`src/rtl/booth_mac_accumulator_pkg.sv`:
```
// Shared types for the Booth MAC accumulator: FSM state encoding.
package booth_mac_accumulator_pkg;

  typedef enum logic [0:0] {
    StAccum = 1'b0,
    StDone  = 1'b1
  } acc_state_e;

endpackage

```
`src/rtl/booth_mac_accumulator_sat_adder.sv`:
```
// Combinational signed adder that clamps to the Acc_Width max/min on overflow.
module sat_adder #(
  parameter int unsigned Acc_Width = 8
) (
  input  logic [Acc_Width-1:0] a,
  input  logic [Acc_Width-1:0] b,
  output logic [Acc_Width-1:0] sum,
  output logic                 sat
);

  localparam logic [Acc_Width-1:0] MaxVal = {1'b0, {(Acc_Width-1){1'b1}}};
  localparam logic [Acc_Width-1:0] MinVal = {1'b1, {(Acc_Width-1){1'b0}}};

  logic [Acc_Width-1:0] raw;

  always_comb begin
    raw = a + b;
    // Overflow only when both operands share a sign the result does not.
    sat = (a[Acc_Width-1] == b[Acc_Width-1]) && (raw[Acc_Width-1] != a[Acc_Width-1]);
    sum = raw;
    if (sat) begin
      sum = a[Acc_Width-1] ? MinVal : MaxVal;
    end
  end

endmodule

```
`src/rtl/booth_mac_accumulator.sv`:
```
// Accumulates Num_Terms signed products per result with saturation, a one-entry
// pending buffer and a valid/ready output handshake.
module booth_mac_accumulator
  import booth_mac_accumulator_pkg::*;
#(
  parameter int unsigned Data_Width     = 3,
  parameter int unsigned Num_Terms      = 4,
  parameter int unsigned Acc_Width      = 2 * Data_Width + $clog2(Num_Terms),
  parameter int unsigned Term_Cnt_Width = $clog2(Num_Terms + 1)
) (
  input  logic                      clk,
  input  logic                      rst,
  input  logic                      Multip_Finsh,
  input  logic [2*Data_Width-1:0]   Multiplication_Out,
  input  logic                      Clear,
  input  logic                      Acc_Ready,
  output logic                      Acc_Valid,
  output logic [Acc_Width-1:0]      Acc_Out,
  output logic [Term_Cnt_Width-1:0] Term_Count,
  output logic                      Sat_Flag,
  output logic                      Lost_Flag
);

  localparam logic [Term_Cnt_Width-1:0] LastCnt = Term_Cnt_Width'(Num_Terms);
  localparam logic [Term_Cnt_Width-1:0] OneCnt  = Term_Cnt_Width'(1);

  acc_state_e                state_q, state_d;
  logic                      finish_d_q;
  logic [Acc_Width-1:0]      acc_q, acc_d;
  logic [Term_Cnt_Width-1:0] cnt_q, cnt_d;
  logic                      sat_q, sat_d;
  logic                      lost_q, lost_d;
  logic                      pend_vld_q, pend_vld_d;
  logic [2*Data_Width-1:0]   pend_q, pend_d;

  logic                 prod_event;
  logic [Acc_Width-1:0] p_ext, pend_ext, add_sum;
  logic                 add_sat;

  assign prod_event = Multip_Finsh & ~finish_d_q;
  assign p_ext      = Acc_Width'($signed(Multiplication_Out));
  assign pend_ext   = Acc_Width'($signed(pend_q));

  sat_adder #(
    .Acc_Width(Acc_Width)
  ) u_sat_adder (
    .a  (acc_q),
    .b  (p_ext),
    .sum(add_sum),
    .sat(add_sat)
  );

  always_comb begin
    state_d    = state_q;
    acc_d      = acc_q;
    cnt_d      = cnt_q;
    sat_d      = sat_q;
    lost_d     = lost_q;
    pend_vld_d = pend_vld_q;
    pend_d     = pend_q;
    if (Clear) begin
      state_d    = StAccum;
      acc_d      = '0;
      cnt_d      = '0;
      sat_d      = 1'b0;
      lost_d     = 1'b0;
      pend_vld_d = 1'b0;
    end else begin
      unique case (state_q)
        StAccum: begin
          if (prod_event) begin
            acc_d = add_sum;
            cnt_d = cnt_q + OneCnt;
            sat_d = sat_q | add_sat;
            if (cnt_d == LastCnt) state_d = StDone;
          end
        end
        StDone: begin
          if (Acc_Ready) begin
            state_d = StAccum;
            sat_d   = 1'b0;
            if (pend_vld_q) begin
              acc_d      = pend_ext;
              cnt_d      = OneCnt;
              pend_vld_d = prod_event;
              pend_d     = Multiplication_Out;
            end else if (prod_event) begin
              acc_d = p_ext;
              cnt_d = OneCnt;
            end else begin
              acc_d = '0;
              cnt_d = '0;
            end
            // A single-term result is complete as soon as it is loaded.
            if (cnt_d == LastCnt) state_d = StDone;
          end else if (prod_event) begin
            if (pend_vld_q) begin
              lost_d = 1'b1;
            end else begin
              pend_vld_d = 1'b1;
              pend_d     = Multiplication_Out;
            end
          end
        end
        default: state_d = StAccum;
      endcase
    end
  end

  always_ff @(posedge clk) begin
    if (rst) begin
      state_q    <= StAccum;
      finish_d_q <= 1'b0;
      acc_q      <= '0;
      cnt_q      <= '0;
      sat_q      <= 1'b0;
      lost_q     <= 1'b0;
      pend_vld_q <= 1'b0;
      pend_q     <= '0;
    end else begin
      state_q    <= state_d;
      finish_d_q <= Multip_Finsh;
      acc_q      <= acc_d;
      cnt_q      <= cnt_d;
      sat_q      <= sat_d;
      lost_q     <= lost_d;
      pend_vld_q <= pend_vld_d;
      pend_q     <= pend_d;
    end
  end

  assign Acc_Valid  = (state_q == StDone);
  assign Acc_Out    = acc_q;
  assign Term_Count = cnt_q;
  assign Sat_Flag   = sat_q;
  assign Lost_Flag  = lost_q;

endmodule

```
`config.mk`:
```
export PLATFORM = sky130hd
export DESIGN_NAME = booth_mac_accumulator
export DESIGN_NICKNAME = d
export VERILOG_FILES = /design/src/rtl/booth_mac_accumulator_pkg.sv /design/src/rtl/booth_mac_accumulator_sat_adder.sv /design/src/rtl/booth_mac_accumulator.sv
export SDC_FILE = /design/constraint.sdc
export NUM_CORES = 1
export LEC_CHECK = 0
export ABC_AREA = 0
export CORE_MARGIN = 4
export CORE_UTILIZATION = 30
export DETAILED_ROUTE_END_ITERATION = 7
export GPL_TIMING_DRIVEN = 0
export SYNTH_ARGS = -nofsm -noshare
export SYNTH_HDL_FRONTEND = slang
export SYNTH_SLANG_ARGS = --single-unit
```
`constraint.sdc`:
```
create_clock -name clk -period 2.4 [get_ports clk]
set_input_delay 0.36 -clock clk [delete_from_list [all_inputs] [get_ports clk]]
set_output_delay 0.36 -clock clk [all_outputs]
set_load 0.02 [all_outputs]
```
==> reports/qor.txt <==
status -> complete, no violations
hold depth -> 2
fin. max-slew vios -> 0
layout cells sized above 1 -> 10.4%
Gate Count Post-Synth -> 184
final WL -> 3620 microns
cts hold-fix bufs -> 0
ys flop type -> dfxtp_1
Critical Path Source Type -> primary input
CP cell instances -> clkdlybuf4s50_1, ha_2, inv_1, fa_2, nand2b_4, a21o_1, a211oi_2, a21oi_1, o21bai_1, a21oi_1
hold path endpoint -> pend_q[2]$_SDFFE_PP0P_
cts bufs inserted -> 3
first-pass GRT wire length -> 6000 microns
Yosys warnings -> 0
Final setup viols -> 0
area occupied by multi-input gates -> 990 sq um
family with the most delay on the worst path -> compound AO/OA/AOI/OAI gates
fin crit share -> 97.1%
Seq/Total Area, Yosys -> 30.7%
count of cell types in the netlist -> 42
Final Hold Viols -> 0
Critical Path Most Common Cell -> a21oi_1
Power Total -> 813 uW
Slew @ Worst Pin -> 0.512 ns
max frequency -> 0.429 GHz
Hold Crit Start -> rst
GR Util met3 -> 2.69%
root buf cell -> clkbuf_8
Via density -> 5.31
# diodes -> 0
top cell type by total area after synthesis -> dfxtp_1
r2r startpoint -> Acc_Out[0]$_SDFFE_PP0P_
DR pass1 iterations -> 4
Post-Place Cell Area -> 0.00173 sq mm
Rel. slew slack -> 65.9%
Synth Register Bits -> 22
Fill cells -> 447
final-stage net count -> 234
per-cell routed wire length -> 13.8 microns
Die ar. -> 0.00595 sq mm
Net Count, Synth -> 205
met1 Use GR -> 17.8%
post-route insts no fill -> 263
Clock Skews -> 0.00350 ns
die extent in x -> 77.1 microns
VDD IR max -> 0.222 mV
ANT nets after route -> 0
largest net degree at the start of global routing -> 12
clock-pin transition on the worst setup and hold timing paths -> 0.08 ns
clock sinks -> 22
Worst Path Buf+Inv -> 2
EDFF count, synth -> 0
GRT Util Overall -> 12.2%
final worst path period need -> 2.33 ns
floorplan core area -> 0.00447 sq mm
post-route cell area -> 0.00183 sq mm
max incr delay on CP -> 0.52 ns
Inst Count DP -> 259
DRT iter0 DRCs -> 57
main area contributors after synthesis -> dfxtp_1 (31%), ha_1 (7.9%), a21oi_1 (6.3%)
P&R area growth vs syn -> 27.7%
Reg2Reg Depth -> 9
Final GP Congestion -> 0.773
Leakage -> 0.662 nW
DP Wirelength -> 2750 microns
Max Fanout on Critical Path -> 3
GRT Residual Overflow -> 0
GRT Max-Usage Layer -> met1
RR Endpoint -> Acc_Out[6]$_SDFFE_PP0P_
DIE HEIGHT -> 77.1 microns
Worst Path Required -> 2.55 ns
Max Cap Violations -> 0
row count -> 24
critical path's slowest cell -> clkdlybuf4s50_1
initial antenna violation count -> 0
Arrival @ worst endpoint -> 2.48 ns
syn_area_per_cell -> 7.79 sq um
Max clock buf depth -> 2
initial core utilization -> 32.0%
Synth Cell Area -> 0.00143 sq mm
top-area cell type share of the netlist area -> 30.7%
register area -> 440 sq um
IO Count -> 25
met2 Use GR -> 17.6%
Residual DRC -> 0
I/O Buffers -> 23
CTS tree -> built
FFs w/ async S/R, synth -> 0%
hold crit path type -> in -> reg
fin util -> 40.9%
Worst-Skew Late Latency -> 0.26 ns
worst reg2reg setup slack -> 0.32 ns
critical path type -> in -> reg
H-tree depth -> 1
pwr dens -> 444 mW/mm^2
vias in the first global route -> 1259
vias -> 1397
endpoint class of the critical path -> flip-flop
worst register-to-register path, stage by stage, from the launching register on:
cell      delay (ns)
dfxtp_1         0.37
ha_2            0.20
inv_1           0.05
fa_2            0.35
nand2b_4        0.17
a21o_1          0.19
a211oi_2        0.29
a21oi_1         0.11
o21bai_1        0.15
a21oi_1         0.07
repair_timing:
item | 4_1_cts | 5_1_grt
buffers inserted | 0 | 1
pin swaps | 0 | 2
endpoints found under the setup margin | 1 | 7
gates resized for setup | 3 | 7
logic make-up after synthesis:
kind of cell | share of synthesized area, %
and+or+nand+nor | 24.5
AOI/OAI and AO/OA | 26.1
DFF | 30.7
buffers and inverters | 4.01
adders and majority gates | 9.25
muxes | 4.19
xor gates and xnor gates | 1.22
flip-flops by register name, summed over array words and instances, names as in the netlist:
| name | cells |
|---|---|
| Acc_Out | 8 |
| Acc_Valid | 1 |
| Term_Count | 3 |
| finish_d_q | 1 |
| pend_q | 6 |
| Sat_Flag | 1 |
| Lost_Flag | 1 |
| pend_vld_q | 1 |
placed cells by master, fill, tap and decap left out, drive strengths merged, types with 2 or more instances in the layout:
cell / netlist / routed
a2111oi: 2 / 2
nor2b: 2 / 2
buf: 1 / 2
dfxtp: 22 / 22
o31ai: 2 / 2
nand3: 4 / 4
a21o: 3 / 3
a211oi: 3 / 3
o22ai: 5 / 5
or2: 2 / 2
clkbuf: 6 / 9
inv: 8 / 8
nor2: 20 / 20
o21bai: 2 / 2
a31oi: 2 / 2
mux2i: 6 / 6
nand2b: 4 / 4
clkdlybuf4s50: 0 / 23
a21oi: 20 / 20
ha: 9 / 9
nor3b: 4 / 4
nand2: 25 / 25
nor3: 7 / 7
o21ai: 14 / 14
synth_stat cells (2+ instances only):
master     count
o31ai_1        2
dfxtp_1       22
nand3_1        3
nand2_1       24
inv_1          8
clkbuf_1       6
a21oi_1       18
o21ai_0       11
o22ai_1        5
ha_1           9
mux2i_1        6
a2111oi_0      2
nor3_1         7
a21o_1         3
nor2b_1        2
o21ai_1        3
nand2b_1       4
a211oi_1       2
a21oi_2        2
nor2_1        20
a31oi_1        2
nor3b_1        2
or2_2          2
layout make-up:
type,instances,area share [%]
repair buffers,24,13.0
flip-flops and latches,22,24.0
plain buffers,7,1.50
inverters,8,1.64
well taps,52,3.55
multi-input cells,147,54.0
clock buffers,3,2.25
metal layers:
metal / part of all wire [%] / vias up / wire length (microns)
met1: 50 / 643 / 1820
met5: 0 / - / 0
met4: 0.94 / 0 / 34
li1: - / 713 / -
met2: 43 / 37 / 1550
met3: 5.6 / 4 / 204
report_power, final:
part / switching (mW) / leakage, nW / internal (mW)
combinational: 0.117 / 0.462 / 0.0865
sequential: 0.00759 / 0.179 / 0.373
clock: 0.117 / 0.0216 / 0.112
worst max-delay path by stage:
stage	from	to	slack, ns	cells after the start
global route	Multiplication_Out[0]	Acc_Out[6]$_SDFFE_PP0P_	-0.004	10
floorplan	Acc_Out[0]$_SDFFE_PP0P_	Acc_Out[6]$_SDFFE_PP0P_	0.29	9
finish	Multiplication_Out[0]	Acc_Out[6]$_SDFFE_PP0P_	0.07	10
global placement	Multiplication_Out[0]	Acc_Out[6]$_SDFFE_PP0P_	-0.32	10
CTS	Multiplication_Out[2]	Acc_Out[3]$_SDFFE_PP0P_	0.01	8
detailed placement	Multiplication_Out[0]	Acc_Out[6]$_SDFFE_PP0P_	-0.33	10
metrics by stage:
stage	TNS (ns)	worst slack [ns]	hold WS [ns]
finish	0	0.0684	0.454
CTS	0	0.0120	0.461
floorplan	0	0.285	0.460
detailed placement	-1.77	-0.330	0.463
global route	-0.00373	-0.00373	0.479
global placement	-1.64	-0.316	0.471
(Power assumes the default switching activity.)
